==> src/rtl/csa_serial_add_ctrl.sv <==
// csa_serial_add_ctrl
//
// Computes a WIDTH-bit add or subtract one nibble per clock, LSB nibble first,
// using a single 4-bit carry-select adder. The ripple carry is held in a
// register between nibble steps. Subtraction is a + ~b + 1.
//
// Ports:
//   clk    rising-edge clock
//   rst    synchronous active-high reset
//   start  request, sampled only while idle
//   op     0 = add (a + b + c_in), 1 = subtract (a - b)
//   a, b   operands, captured when start is accepted
//   c_in   carry-in for add, ignored for subtract
//   busy   high while an operation is in flight (ADD and DONE states)
//   done   one-cycle pulse, sum/c_out valid
//   sum    registered result
//   c_out  final carry; for subtract 1 = no borrow (a >= b unsigned)

module csa_serial_add_ctrl #(
    parameter int unsigned WIDTH = 16
) (
    input  logic             clk,
    input  logic             rst,
    input  logic             start,
    input  logic             op,
    input  logic [WIDTH-1:0] a,
    input  logic [WIDTH-1:0] b,
    input  logic             c_in,
    output logic             busy,
    output logic             done,
    output logic [WIDTH-1:0] sum,
    output logic             c_out
);

    localparam int unsigned NIB   = WIDTH / 4;
    localparam int unsigned IDX_W = (NIB > 1) ? $clog2(NIB) : 1;
    localparam logic [IDX_W-1:0] LAST_IDX = IDX_W'(NIB - 1);

    typedef enum logic [1:0] {
        StIdle,
        StAdd,
        StDone
    } state_e;

    state_e            state_q, state_d;
    logic [WIDTH-1:0]  a_q, b_q, sum_q;
    logic              carry_q, c_out_q, busy_q, done_q;
    logic [IDX_W-1:0]  idx_q;

    // 4-bit carry-select adder: low pair ripples, high pair is precomputed
    // for both carry values and selected by the low-pair carry.
    logic [3:0] nib_a, nib_b, nib_s;
    logic       nib_co;
    logic [2:0] lo_sum, hi_sum0, hi_sum1, hi_sel;

    always_comb begin
        nib_a   = a_q[{idx_q, 2'b00} +: 4];
        nib_b   = b_q[{idx_q, 2'b00} +: 4];
        lo_sum  = 3'(nib_a[1:0]) + 3'(nib_b[1:0]) + 3'(carry_q);
        hi_sum0 = 3'(nib_a[3:2]) + 3'(nib_b[3:2]);
        hi_sum1 = 3'(nib_a[3:2]) + 3'(nib_b[3:2]) + 3'd1;
        hi_sel  = lo_sum[2] ? hi_sum1 : hi_sum0;
        nib_s   = {hi_sel[1:0], lo_sum[1:0]};
        nib_co  = hi_sel[2];
    end

    always_comb begin
        state_d = state_q;
        unique case (state_q)
            StIdle:  if (start) state_d = StAdd;
            StAdd:   if (idx_q == LAST_IDX) state_d = StDone;
            StDone:  state_d = StIdle;
            default: state_d = StIdle;
        endcase
    end

    always_ff @(posedge clk) begin
        if (rst) begin
            state_q <= StIdle;
            a_q     <= '0;
            b_q     <= '0;
            sum_q   <= '0;
            carry_q <= 1'b0;
            c_out_q <= 1'b0;
            idx_q   <= '0;
            busy_q  <= 1'b0;
            done_q  <= 1'b0;
        end else begin
            state_q <= state_d;
            // Outputs are registered from the next state so start has no
            // combinational path to busy/done.
            busy_q  <= (state_d != StIdle);
            done_q  <= (state_d == StDone);
            unique case (state_q)
                StIdle: begin
                    if (start) begin
                        a_q     <= a;
                        b_q     <= op ? ~b : b;
                        carry_q <= op | c_in;
                        idx_q   <= '0;
                    end
                end
                StAdd: begin
                    sum_q[{idx_q, 2'b00} +: 4] <= nib_s;
                    carry_q                    <= nib_co;
                    if (idx_q == LAST_IDX) begin
                        c_out_q <= nib_co;
                    end else begin
                        idx_q <= idx_q + 1'b1;
                    end
                end
                default: ;
            endcase
        end
    end

    assign busy  = busy_q;
    assign done  = done_q;
    assign sum   = sum_q;
    assign c_out = c_out_q;

endmodule

==> config.mk <==
export PLATFORM = sky130hd
export DESIGN_NAME = csa_serial_add_ctrl
export DESIGN_NICKNAME = d
export VERILOG_FILES = /design/src/rtl/csa_serial_add_ctrl.sv
export SDC_FILE = /design/constraint.sdc
export NUM_CORES = 1
export LEC_CHECK = 0
export ABC_AREA = 1
export CAP_MARGIN = 10
export CORE_MARGIN = 4
export CORE_UTILIZATION = 46
export CTS_CLUSTER_SIZE = 8
export DETAILED_ROUTE_END_ITERATION = 10
export GPL_ROUTABILITY_DRIVEN = 0
export PLACE_DENSITY = 0.81
export RECOVER_POWER = 100
export SLEW_MARGIN = 10
export SYNTH_ARGS = -nofsm -noshare
export SYNTH_HDL_FRONTEND = slang
export SYNTH_SLANG_ARGS = --single-unit
==> constraint.sdc <==
create_clock -name clk -period 2.52 [get_ports clk]
set_input_delay 0.504 -clock clk [delete_from_list [all_inputs] [get_ports clk]]
set_output_delay 0.504 -clock clk [all_outputs]
set_load 0.01 [all_outputs]
==> results.yml <==
outcome:
  status: "complete, no violations"
power:
  clkPwrFrac_pct: 23.5
  p_leak_nw: 1.40
  swShare_pct: 29.4
  total_power_mw: 1.87
  combPwrFrac_pct: 24.5
  seqPwrFrac_pct: 52.0
  p_per_area_nw_per_um2: 550
  ir_drop_v: 0.000278
  power.internal_mw: 1.32
  power.switching_mw: 0.550
clock_network:
  cts-root-buf: "clkbuf_8"
  cts_hold_buf: 0
  cts.clk_slew.worst_paths_ns: 0.09
  htreeDepth: 2
  clk_path_buf_depth: 2
  cts_tree: "done"
  numCtsBuffers: 5
  clk_latency_ns: 0.30
  cts.sinks: 56
worst_hold_path:
  hold_depth: 2
  hold_class: "flip-flop to flip-flop"
  min_to: "b_q[1]"
  worstHoldStart: "b_q[1]"
synthesis:
  yosys_warnings: 0
  muxShareOfSynthArea_pct: 0
  synth_edf_count: 0
  avgSynthCellArea_um2: 7.88
  yosysTopAreaCellShare_pct: 40.7
  seq_area_frac_synth_pct: 40.7
  synth_top_area_cell: "dfxtp_1"
  syn-num-nets: 397
  yosys.area_share.xor_xnor_pct: 5.09
  synth_compound_area_share_pct: 19.6
  synthTopCellsByArea: "dfxtp_1, nor2_1, o21ai_0"
  syn_area_um2: 2750
  synth_seq_cells: 56
  ys_async_sr_fraction_pct: 0
  ys.flop_type: "dfxtp_1"
  synthAdderAreaFrac_pct: 5.82
  synth_top_family_by_area: "simple AND/OR/NAND/NOR gates"
  yosysUniqueCellTypes: 33
  netlist_instances: 349
  synth_simple_gate_area_share_pct: 21.2
die:
  die_h_um: 85.3
  initial_core_util_pct: 48.8
  pin_count: 56
  num_rows: 27
  core_um2: 5640
  chipWidth_um: 85.3
  die_area_um2: 7280
final_layout:
  antenna_cells: 0
  ff_latch_area_um2: 1120
  syn_to_final_growth_pct: 23.8
  multi_input_area_um2: 1390
  drive_above_1_share_pct: 7.48
  final_cells: 473
  n_fill_cell: 502
  layout.nets: 451
detailed_routing:
  wl_um: 5980
  vias_per_cell: 5.10
  ant_nets: 0
  drc: 0
  drt_pass1_iterations: 5
  wl_per_cell_um: 12.6
  drt-initial-drc-count: 154
  num_vias: 2413
placement:
  io_buffers: 55
  hpwl_um: 4620
  place_inst: 468
setup_path:
  arrival_ns: 2.60
  critPathCaptureType: "flip-flop"
  crit_fanout: 7
  path_class: "flip-flop to flip-flop"
  cpPeakStageDelay_ns: 0.50
  reg2reg_from: "idx_q[0]"
  r2r-end: "sum[7]"
  required_ns: 2.71
  slowest_stage: "fa_1"
  rrSetupSlack_ns: 0.11
  critical_path.cell_chain: "buf_4 -> o21ai_0 -> o22ai_1 -> ha_1 -> inv_1 -> fa_1 -> inv_1 -> ha_1 -> inv_1 -> nand2_1 -> nand4_1 -> nor2_1 -> nor2_1 -> nor2_1"
  reg2regPathDepth: 14
  start_kind: "flip-flop"
sta:
  report.final.setup_viol: 0
  period_needed_ns: 2.41
  period_share_pct: 95.5
  timing.hold.ws_ns: 0.459
  maxSlewViolCount: 0
  slew_headroom_pct: 44.4
  skew_ns: 0.00618
  worstMarginPinSlew_ns: 0.834
  rsz0062_at_grt: "true"
  finalHoldViolCount: 0
  fmax_mhz: 415
global_routing:
  grt_pass1_wl_um: 9870
  grt_antenna_before_repair: 0
  grt_max_degree: 41
  grt_overflow: 0
  grt_pass1_vias: 2210
  grtUsageTotal_pct: 16.4
job:
  maxCapViolations: 0
[flip-flops by register name, indices dropped and copies added, names as in the netlist]
name / cells
a_q: 16
c_out: 1
carry_q: 1
idx_q: 2
state_q: 2
busy: 1
sum: 16
done: 1
b_q: 16
[power groups by stage]
| stage | clock network, mW | logic [mW] | registers [mW] |
|---|---|---|---|
| after floorplan | 0 | 0.321 | 0.989 |
| after global placement | 0 | 0.451 | 0.994 |
| after detailed placement | 0 | 0.467 | 0.995 |
| after CTS | 0.448 | 0.471 | 0.975 |
| after global routing | 0.480 | 0.522 | 0.982 |
| final | 0.440 | 0.459 | 0.975 |
[synthesized netlist by cell type (2+ instances only)]
cell type	count
nor2_1	74
dfxtp_1	56
nand2_1	39
o21ai_0	36
a21oi_1	23
inv_1	23
a211oi_2	12
xnor2_1	12
nand3_1	11
ha_1	8
buf_2	5
clkbuf_1	5
a22oi_1	4
o22ai_1	4
xor2_1	4
buf_4	3
fa_1	3
inv_2	3
nor3_1	3
o21ai_1	3
buf_1	2
buf_6	2
nand2_2	2
nor2_4	2
o22a_1	2
[per-stage QoR]
stage | cell area (µm²) | setup TNS (ns) | setup WS (ns) | utilization, %
2_1_floorplan | 2750 | 0 | 0.0203 | -
3_3_place_gp | 3360 | 0 | 0.218 | 59.6
3_5_place_dp | 3360 | 0 | 0.157 | 59.6
4_1_cts | 3430 | 0 | 0.118 | 60.8
5_1_grt | 3410 | -0.0525 | -0.0237 | 60.4
6_report | 3410 | 0 | 0.113 | 60.4
[worst max-delay path: cells and delay by family, from the launching register on]
kind | cells | cell delay, ns
adders and majority gates | 3 | 0.99
DFF | 1 | 0.39
and+or+nand+nor | 5 | 0.32
AOI/OAI and AO/OA | 2 | 0.30
buffers and inverters | 4 | 0.30
[cells in the final DEF, fill, tap and decap left out, drive strengths merged]
master / instances
o22a: 2
nand3: 12
o21ai: 39
a21oi: 23
xnor2: 12
clkbuf: 7
o21a: 1
dlygate4sd3: 21
xor2: 4
clkinv: 1
nor3: 3
dfxtp: 56
buf: 8
fa: 3
nand3b: 1
nand4: 1
o22ai: 4
a211oi: 12
inv: 26
ha: 8
clkdlybuf4s50: 34
a22oi: 4
nor2: 77
nand2: 42
[worst max path at each step]
stage,from,to,slack (ns)
2_1_floorplan,idx_q[0],sum[11],0.02
6_report,idx_q[0],sum[7],0.11
3_3_place_gp,idx_q[1],sum[15],0.22
3_5_place_dp,idx_q[1],sum[15],0.16
4_1_cts,idx_q[0],sum[7],0.12
5_1_grt,idx_q[0],sum[7],-0.02
[cells by family after synthesis]
family	count (synthesis)
xor gates and xnor gates	16
adders and majority gates	11
AOI/OAI and AO/OA	85
and+or+nand+nor	136
DFF	56
buffers and inverters	45
[area by class of cell]
cell class | count | area share [%]
repair buffers | 65 | 18.4
well taps | 72 | 2.64
inverters | 27 | 3.05
clock buffers | 5 | 2.02
flip-flops and latches | 56 | 33.0
multi-input cells | 248 | 40.9
[layer usage]
| metal | share of wire, % | global-route usage (%) | vias to the layer above |
|---|---|---|---|
| met4 | 1.1 | 4.32 | 0 |
| met3 | 5.1 | 2.52 | 8 |
| met1 | 44 | 20.9 | 1106 |
| met2 | 50 | 28.7 | 58 |
| met5 | 0 | 0 | - |
| li1 | - | - | 1241 |
[timing repair]
action,in CTS,in global routing
setup endpoints to repair,0,3
setup buffers,0,0
gates resized for setup,0,5
Note: power is estimated with default switching activity, not from simulation.
